## src/rtl/matvec_mult_if.sv

```systemverilog
// Start/clear handshake and result bus of the 8x8 matrix-vector multiplier.
interface matvec_mult_if #(
  parameter int N     = 8,
  parameter int ACC_W = 24
);
  logic             Clr;
  logic             start;
  logic             done;
  logic [ACC_W-1:0] results [0:N-1];

  modport master (output Clr, output start, input done, input results);
  modport slave  (input Clr, input start, output done, output results);
endinterface

```

## src/rtl/matvec_mult.sv

```systemverilog
// 8x8 by 8x1 unsigned matrix-vector multiplier over a fixed operand store.
// state | meaning
// IDLE  | waiting for start
// FILL  | copying store words 0..8 into the A row buffers and the B buffer
// EXEC  | one column per cycle, all 8 lanes multiply-accumulate in parallel
// DONE  | results valid, done held until Clr or a new start
module matvec_mult #(
  parameter int N      = 8,
  parameter int DATA_W = 8,
  parameter int ACC_W  = 24
) (
  input logic          clk,
  input logic          rst_n,
  matvec_mult_if.slave bus
);

  localparam int ROW_W = N * DATA_W;
  localparam int CNT_W = 4;

  typedef enum logic [1:0] {S_IDLE, S_FILL, S_EXEC, S_DONE} state_t;

  state_t             r_state, w_state_nxt;
  logic [CNT_W-1:0]   r_cnt, w_cnt_nxt;
  logic [ROW_W-1:0]   r_abuf [0:N-1];
  logic [ROW_W-1:0]   r_bbuf;
  logic [ACC_W-1:0]   r_acc  [0:N-1];
  logic               r_done;
  logic               w_start_ok, w_acc_clr, w_fill_en, w_exec_en, w_done_nxt;
  logic [ROW_W-1:0]   w_store_word;
  logic [2:0]         w_col;
  logic [2*DATA_W-1:0] w_prod [0:N-1];

  // Words 0..N-1 are A rows (A[i][j] = 8i+j+1), word N is B (B[j] = j+1).
  function automatic logic [ROW_W-1:0] store_rd(input logic [CNT_W-1:0] idx);
    logic [ROW_W-1:0] word;
    word = '0;
    for (int j = 0; j < N; j++) begin
      if (idx < CNT_W'(N))
        word[j*DATA_W +: DATA_W] = DATA_W'(N * int'(idx) + j + 1);
      else
        word[j*DATA_W +: DATA_W] = DATA_W'(j + 1);
    end
    return word;
  endfunction

  assign w_store_word = store_rd(r_cnt);
  assign w_col        = r_cnt[2:0];

  always_ff @(posedge clk or negedge rst_n) begin
    if (!rst_n) begin
      r_state <= S_IDLE;
      r_cnt   <= '0;
    end else begin
      r_state <= w_state_nxt;
      r_cnt   <= w_cnt_nxt;
    end
  end

  always_comb begin
    w_state_nxt = r_state;
    w_cnt_nxt   = r_cnt;
    if (bus.Clr) begin
      w_state_nxt = S_IDLE;
      w_cnt_nxt   = '0;
    end else begin
      case (r_state)
        S_IDLE, S_DONE: begin
          if (bus.start) begin
            w_state_nxt = S_FILL;
            w_cnt_nxt   = '0;
          end
        end
        S_FILL: begin
          if (r_cnt == CNT_W'(N)) begin
            w_state_nxt = S_EXEC;
            w_cnt_nxt   = '0;
          end else begin
            w_cnt_nxt = r_cnt + 1'b1;
          end
        end
        S_EXEC: begin
          if (r_cnt == CNT_W'(N - 1)) begin
            w_state_nxt = S_DONE;
            w_cnt_nxt   = '0;
          end else begin
            w_cnt_nxt = r_cnt + 1'b1;
          end
        end
        default: begin
          w_state_nxt = S_IDLE;
          w_cnt_nxt   = '0;
        end
      endcase
    end
  end

  // done is registered from the DONE state, so it rises one edge after EXEC ends.
  always_comb begin
    w_start_ok = bus.start && !bus.Clr && (r_state == S_IDLE || r_state == S_DONE);
    w_acc_clr  = bus.Clr || w_start_ok;
    w_fill_en  = !bus.Clr && (r_state == S_FILL);
    w_exec_en  = !bus.Clr && (r_state == S_EXEC);
    w_done_nxt = !bus.Clr && !bus.start && (r_state == S_DONE);
  end

  always_comb begin
    for (int i = 0; i < N; i++) begin
      w_prod[i] = (2*DATA_W)'(r_abuf[i][w_col*DATA_W +: DATA_W])
                * (2*DATA_W)'(r_bbuf[w_col*DATA_W +: DATA_W]);
    end
  end

  always_ff @(posedge clk or negedge rst_n) begin
    if (!rst_n) begin
      r_done <= 1'b0;
      r_bbuf <= '0;
      for (int i = 0; i < N; i++) begin
        r_abuf[i] <= '0;
        r_acc[i]  <= '0;
      end
    end else begin
      r_done <= w_done_nxt;
      if (w_fill_en) begin
        if (r_cnt < CNT_W'(N))
          r_abuf[w_col] <= w_store_word;
        else
          r_bbuf <= w_store_word;
      end
      for (int i = 0; i < N; i++) begin
        if (w_acc_clr)
          r_acc[i] <= '0;
        else if (w_exec_en)
          r_acc[i] <= r_acc[i] + ACC_W'(w_prod[i]);
      end
    end
  end

  assign bus.done    = r_done;
  assign bus.results = r_acc;

endmodule

```

## src/flat_wrapper.sv

```systemverilog
// flat-port wrapper written by rule: the top's interface ports become plain ports
module matvec_mult_flat 
#(
  parameter int N      = 8,
  parameter int DATA_W = 8,
  parameter int ACC_W  = 24
)
  (clk, rst_n, bus_Clr, bus_start, bus_done, bus_results);
  matvec_mult_if #(.N(N), .ACC_W(ACC_W)) bus_i ();
  input logic clk;
  input logic rst_n;
  input wire logic [$bits(bus_i.Clr)-1:0] bus_Clr;
  input wire logic [$bits(bus_i.start)-1:0] bus_start;
  output wire logic [$bits(bus_i.done)-1:0] bus_done;
  output wire logic [$bits(bus_i.results)-1:0] bus_results;
  assign bus_i.Clr = bus_Clr;
  assign bus_i.start = bus_start;
  assign bus_done = bus_i.done;
  assign bus_results = {>>{bus_i.results}};
  matvec_mult #(.N(N), .DATA_W(DATA_W), .ACC_W(ACC_W)) u_core (.clk(clk), .rst_n(rst_n), .bus(bus_i));
endmodule
```

## config.mk

```make
export PLATFORM = sky130hd
export DESIGN_NAME = matvec_mult_flat
export DESIGN_NICKNAME = d
export VERILOG_FILES = /design/src/rtl/matvec_mult_if.sv /design/src/rtl/matvec_mult.sv /design/src/flat_wrapper.sv
export SDC_FILE = /design/constraint.sdc
export NUM_CORES = 2
export LEC_CHECK = 0
export CAP_MARGIN = 20
export CELL_PAD_IN_SITES_DETAIL_PLACEMENT = 1
export CELL_PAD_IN_SITES_GLOBAL_PLACEMENT = 2
export CORE_AREA = 8 8 214 420
export CTS_BUF_LIST = sky130_fd_sc_hd__clkbuf_16
export CTS_CLUSTER_DIAMETER = 150
export DETAILED_ROUTE_END_ITERATION = 10
export DIE_AREA = 0 0 222 428
export PLACE_DENSITY = 0.85
export RECOVER_POWER = 100
export SLEW_MARGIN = 10
export SYNTH_ARGS = -nofsm -noshare
export SYNTH_HDL_FRONTEND = slang
export SYNTH_SLANG_ARGS = --single-unit
```

## constraint.sdc

```tcl
create_clock -name clk -period 8.5 [get_ports clk]
set_clock_uncertainty 0.2 [all_clocks]
set_input_delay 2.125 -clock clk [delete_from_list [all_inputs] [get_ports clk]]
set_output_delay 2.125 -clock clk [all_outputs]
set_load 0.005 [all_outputs]
```

==> results.txt <==
The flow ran to the end, but the final reports show violations. The final reports fail on capacitance limit, slew limit. The cell family contributing the most delay on the critical path is adder cells. The endpoint identified for the worst register-to-register timing path is u_core.bus.results[20]. The worst setup slack after layout is around 0.86 ns.

The count of buffers inserted at the top-level ports is ~200. The longest individual stage delay on the worst path is 1.37 ns. STA classifies the critical path startpoint as a register. The placeable core region is approximately 84000 µm².

The via count of the first global-routing pass is 28520. After detailed routing, the total wire length is about 100 mm. The proportion of register bits with asynchronous set or reset after synthesis is 100.0%.

The mean instance size in the synthesized netlist is 9.156 µm². Summing over every cut layer, the via total after detailed routing is between 20000 and 30000. Setup repair after global routing left no endpoint under its margin. The per-cell via count in the routed design came out at 5.115. Setup slack on the worst reg-to-reg path comes out at 0.86 ns.

The maximum operating frequency is between 0.1 and 0.15 GHz. The relative max-transition margin is -202.7%. The worst setup timing slack at the placement stage is 1.328 ns. For this run, the number of Yosys warnings is 0. The total setup violations reported at the end of the flow is 0. The final critical path time including I/O delays and setup is approximately 7.6 ns. The cell leakage power came out at 0.02043 µW. Counting flops and latches in the post-synthesis netlist gives between 200 and 300.

Among all flip-flop cells after synthesis, the most frequent one is dfrtp_1. The depth of the most critical reg-to-reg path came out at 20. The max-cap violation count is 8. The number of buffers and inverters on the critical path is 5.

The fraction of the cycle the final worst path needs is 89.90%. The maximum fanout count along the critical path is 36. The vertical extent of the die is 428 µm. In this run the worst hold path is classified as reg -> reg.

The largest individual stage delay along the critical path comes from the cell and2_0. After layout, the design draws a total of 5177 µW. The areal power density over the cells came out at 139.2 nW/µm². The proportion of layout cells with a drive suffix above 1 is 3.585%. The number of nets in the finished design is 4534. The later-pin clock latency in the skew report is 0.59 ns. The placed wire-length estimate after detailed placement is ~78 mm.

The starting utilization of the core area came out at 38.46%. The required time of the critical path is slightly below 9 ns. The routed wire length per instance came out at between 20 and 25 µm. The worst hold path begins at u_core.r_abuf[435].

The clock buffer count from CTS came out at 34. After clock tree synthesis, the clock-pin slew on the worst setup and hold paths is about 0.060 ns. The number of setup buffers added after CTS came out at 0. No sink is reached through more buffers than the 3 on the longest clock path. The final estimated routing congestion in global placement is 0.8551. The buffer cell driving the clock tree root is clkbuf_16.

The area growth from synthesis to layout is 14.51%. The top-level port count came out at 197. The pin count of the biggest net entering global routing is 112.

Walking the worst path, the cells encountered are buf_4, and2_0, buf_4, nand2_1, fa_1, inv_1, fa_1, inv_1, fa_1, fa_1, inv_1, ha_1, a21o_1, o21bai_1, o311ai_0, a2bb2oi_1, a31oi_1, nand4_1, xor2_1, nor2_1. Across every metal layer, demand over resource in global routing totals 21.31%. The number of enable flip-flop cells after synthesis is 0. For hold timing, the worst endpoint is u_core.r_abuf[435].

The number of diodes is 0. Synthesis produced 3547 cells. The worst register-to-register path begins at u_core.r_bbuf[50]. The number of gates resized after CTS was 0.

TritonCTS built the clock tree. The first detailed-routing pass ran for 4 iterations. The die footprint came out at approximately 95000 µm².

The post-synth design cell area came out at 32480 µm². The cell that appears most often on the critical path is fa_1. The DRC violation count after routing is 0. STA classifies the critical path endpoint as a register.

The classification of the worst setup path is reg -> reg. The initial antenna violation count came out at 5. For this run, the register share of the synthesized area comes to 21.57%. The number of sinks on the clock net is 280. The DRC marker count from the first detailed-route iteration came out at 766. The number of hold violations in the final report came out at 0. Summed over all failing endpoints, the final setup total negative slack is 0 ns.

The quantity of hold-fixing buffers added after cts came out at 0. The max-slew violation count is 365. The arrival time at the worst endpoint is 7.83 ns.

The transition time of the tightest slew-check pin is between 4 and 5 ns. The die extent in x came out at 222 µm. The maximum vdd drop came out at 0.1116 mV. The first global-routing pass estimated 159.3 mm of wire.

The fill cell total of the finished layout came out at 9801. In this run the remaining antenna-violating nets after routing total 0. The deepest level of the CTS H-tree came out at 2. The placement row count came out at ~150.

Synthesis instantiated 72 different standard cells from the library. The number of instances on the worst hold path came out at 1. Global routing finished with a remaining overflow of 0.
## flip-flops by register name, indices dropped and copies added, names as in the netlist
signal	flops
u_core.bus.done	1
u_core.bus.results	192
u_core.r_abuf	72
u_core.r_bbuf	9
u_core.r_cnt	4
u_core.r_state	2
## layout make-up
class	instances	area [µm²]	area share (%)
repair buffers	238	2258	6.073
flip-flops and latches	280	7007	18.84
clock inverters	28	331.6	0.8916
clock buffers	34	850.8	2.288
multi-input cells	2455	22450	60.35
well taps	1071	1340	3.603
inverters	787	2957	7.950
## cells by family after synthesis
group                    after synthesis  synth area share, %
multiplexers                         136                4.261
flip-flops                           280                21.57
AND/OR/NAND/NOR                      963                14.71
XOR/XNOR                             130                3.506
adder cells (fa/ha/maj)              734                37.52
other                                  2              0.02312
buffers and inverters                906                10.53
AO/OA/AOI/OAI                        396                7.875
## worst max path at each step
stage / from / to / slack [ns] / depth (start not counted)
floorplan: u_core.r_cnt[1] / u_core.bus.results[70] / 2.58 / 24
global placement: u_core.r_cnt[0] / u_core.bus.results[166] / 1.53 / 21
detailed placement: u_core.r_cnt[0] / u_core.bus.results[166] / 1.33 / 21
CTS: u_core.r_cnt[0] / u_core.bus.results[164] / 1.21 / 21
global route: u_core.r_bbuf[50] / u_core.bus.results[22] / 0.49 / 20
finish: u_core.r_bbuf[50] / u_core.bus.results[20] / 0.86 / 20
## placed cells by master, fill, tap and decap left out, drive strengths merged, types with 7 or more instances in the layout
master       instances
o21ai              106
o21a                21
nand2              170
and4                 8
a21oi              101
mux2i              118
o21bai               7
or2                  8
and2                66
xor2                66
bufinv               7
nor3                16
clkinv              14
or3                 12
nand2b              68
fa                 400
inv                793
clkbuf              43
nand3               82
buf                 34
nand4               16
and3               151
dfrtp              280
nor2b               35
a211o                7
a31oi               17
a21o                61
dlygate4sd3        194
ha                 334
nand3b               9
nor2               309
o211ai               9
conb                96
a211oi              24
mux2                18
xnor2               64
## Yosys cell counts, types with 15 or more instances
master      n  share of area (%)
a21o_1     61                1.4
a31oi_1    17               0.33
mux2_2     18               0.62
o21a_1     21               0.49
mux2i_1   118                3.6
nor2b_1    34               0.65
o21ai_1    15               0.23
ha_1      334                 13
dfrtp_1   280                 22
a21oi_1   101                1.6
clkbuf_1   96                1.1
nand2_1   170                2.0
inv_1     785                9.1
a211oi_1   23               0.53
and2_1     66                1.3
buf_2      15               0.23
fa_1      400                 25
nand3_1    81                1.2
o21ai_0    90                1.4
xnor2_1    64                1.7
nor3_1     16               0.25
nor2_1    309                3.6
nand2b_1   68                1.3
nand4_1    16               0.31
xor2_1     66                1.8
and3_1    151                2.9
## per-stage QoR
stage          utilization [%]  instance area, µm²  cells  hold WS [ns]
6_report                 44.04               37190   4893        0.2926
5_1_grt                  44.04               37190   4893        0.3077
4_1_cts                  44.16               37290   4893        0.2959
3_5_place_dp             42.76               36110   4831        0.2811
3_3_place_gp             42.76               36110   4831        0.2737
2_1_floorplan                -               32830   3641        0.2565
## metal layers
layer	vias up	track usage, %	wire length (µm)	share of wire, %
met5	-	0	0	0
met4	0	10.01	5130	5.1
met3	200	2.813	3306	3.3
met2	415	40.78	54220	54
met1	12873	22.75	37360	37
li1	11542	-	-	-
## where the power goes
part	leakage [µW]	internal, µW	total, µW	switching (µW)
Sequential	0.00388	1400	1500	102
Clock	0.000593	950	1650	695
Combinational	0.0160	773	2030	1260
Total	0.0204	3120	5180	2050
No activity file was read; power rests on OpenSTA's default activity.
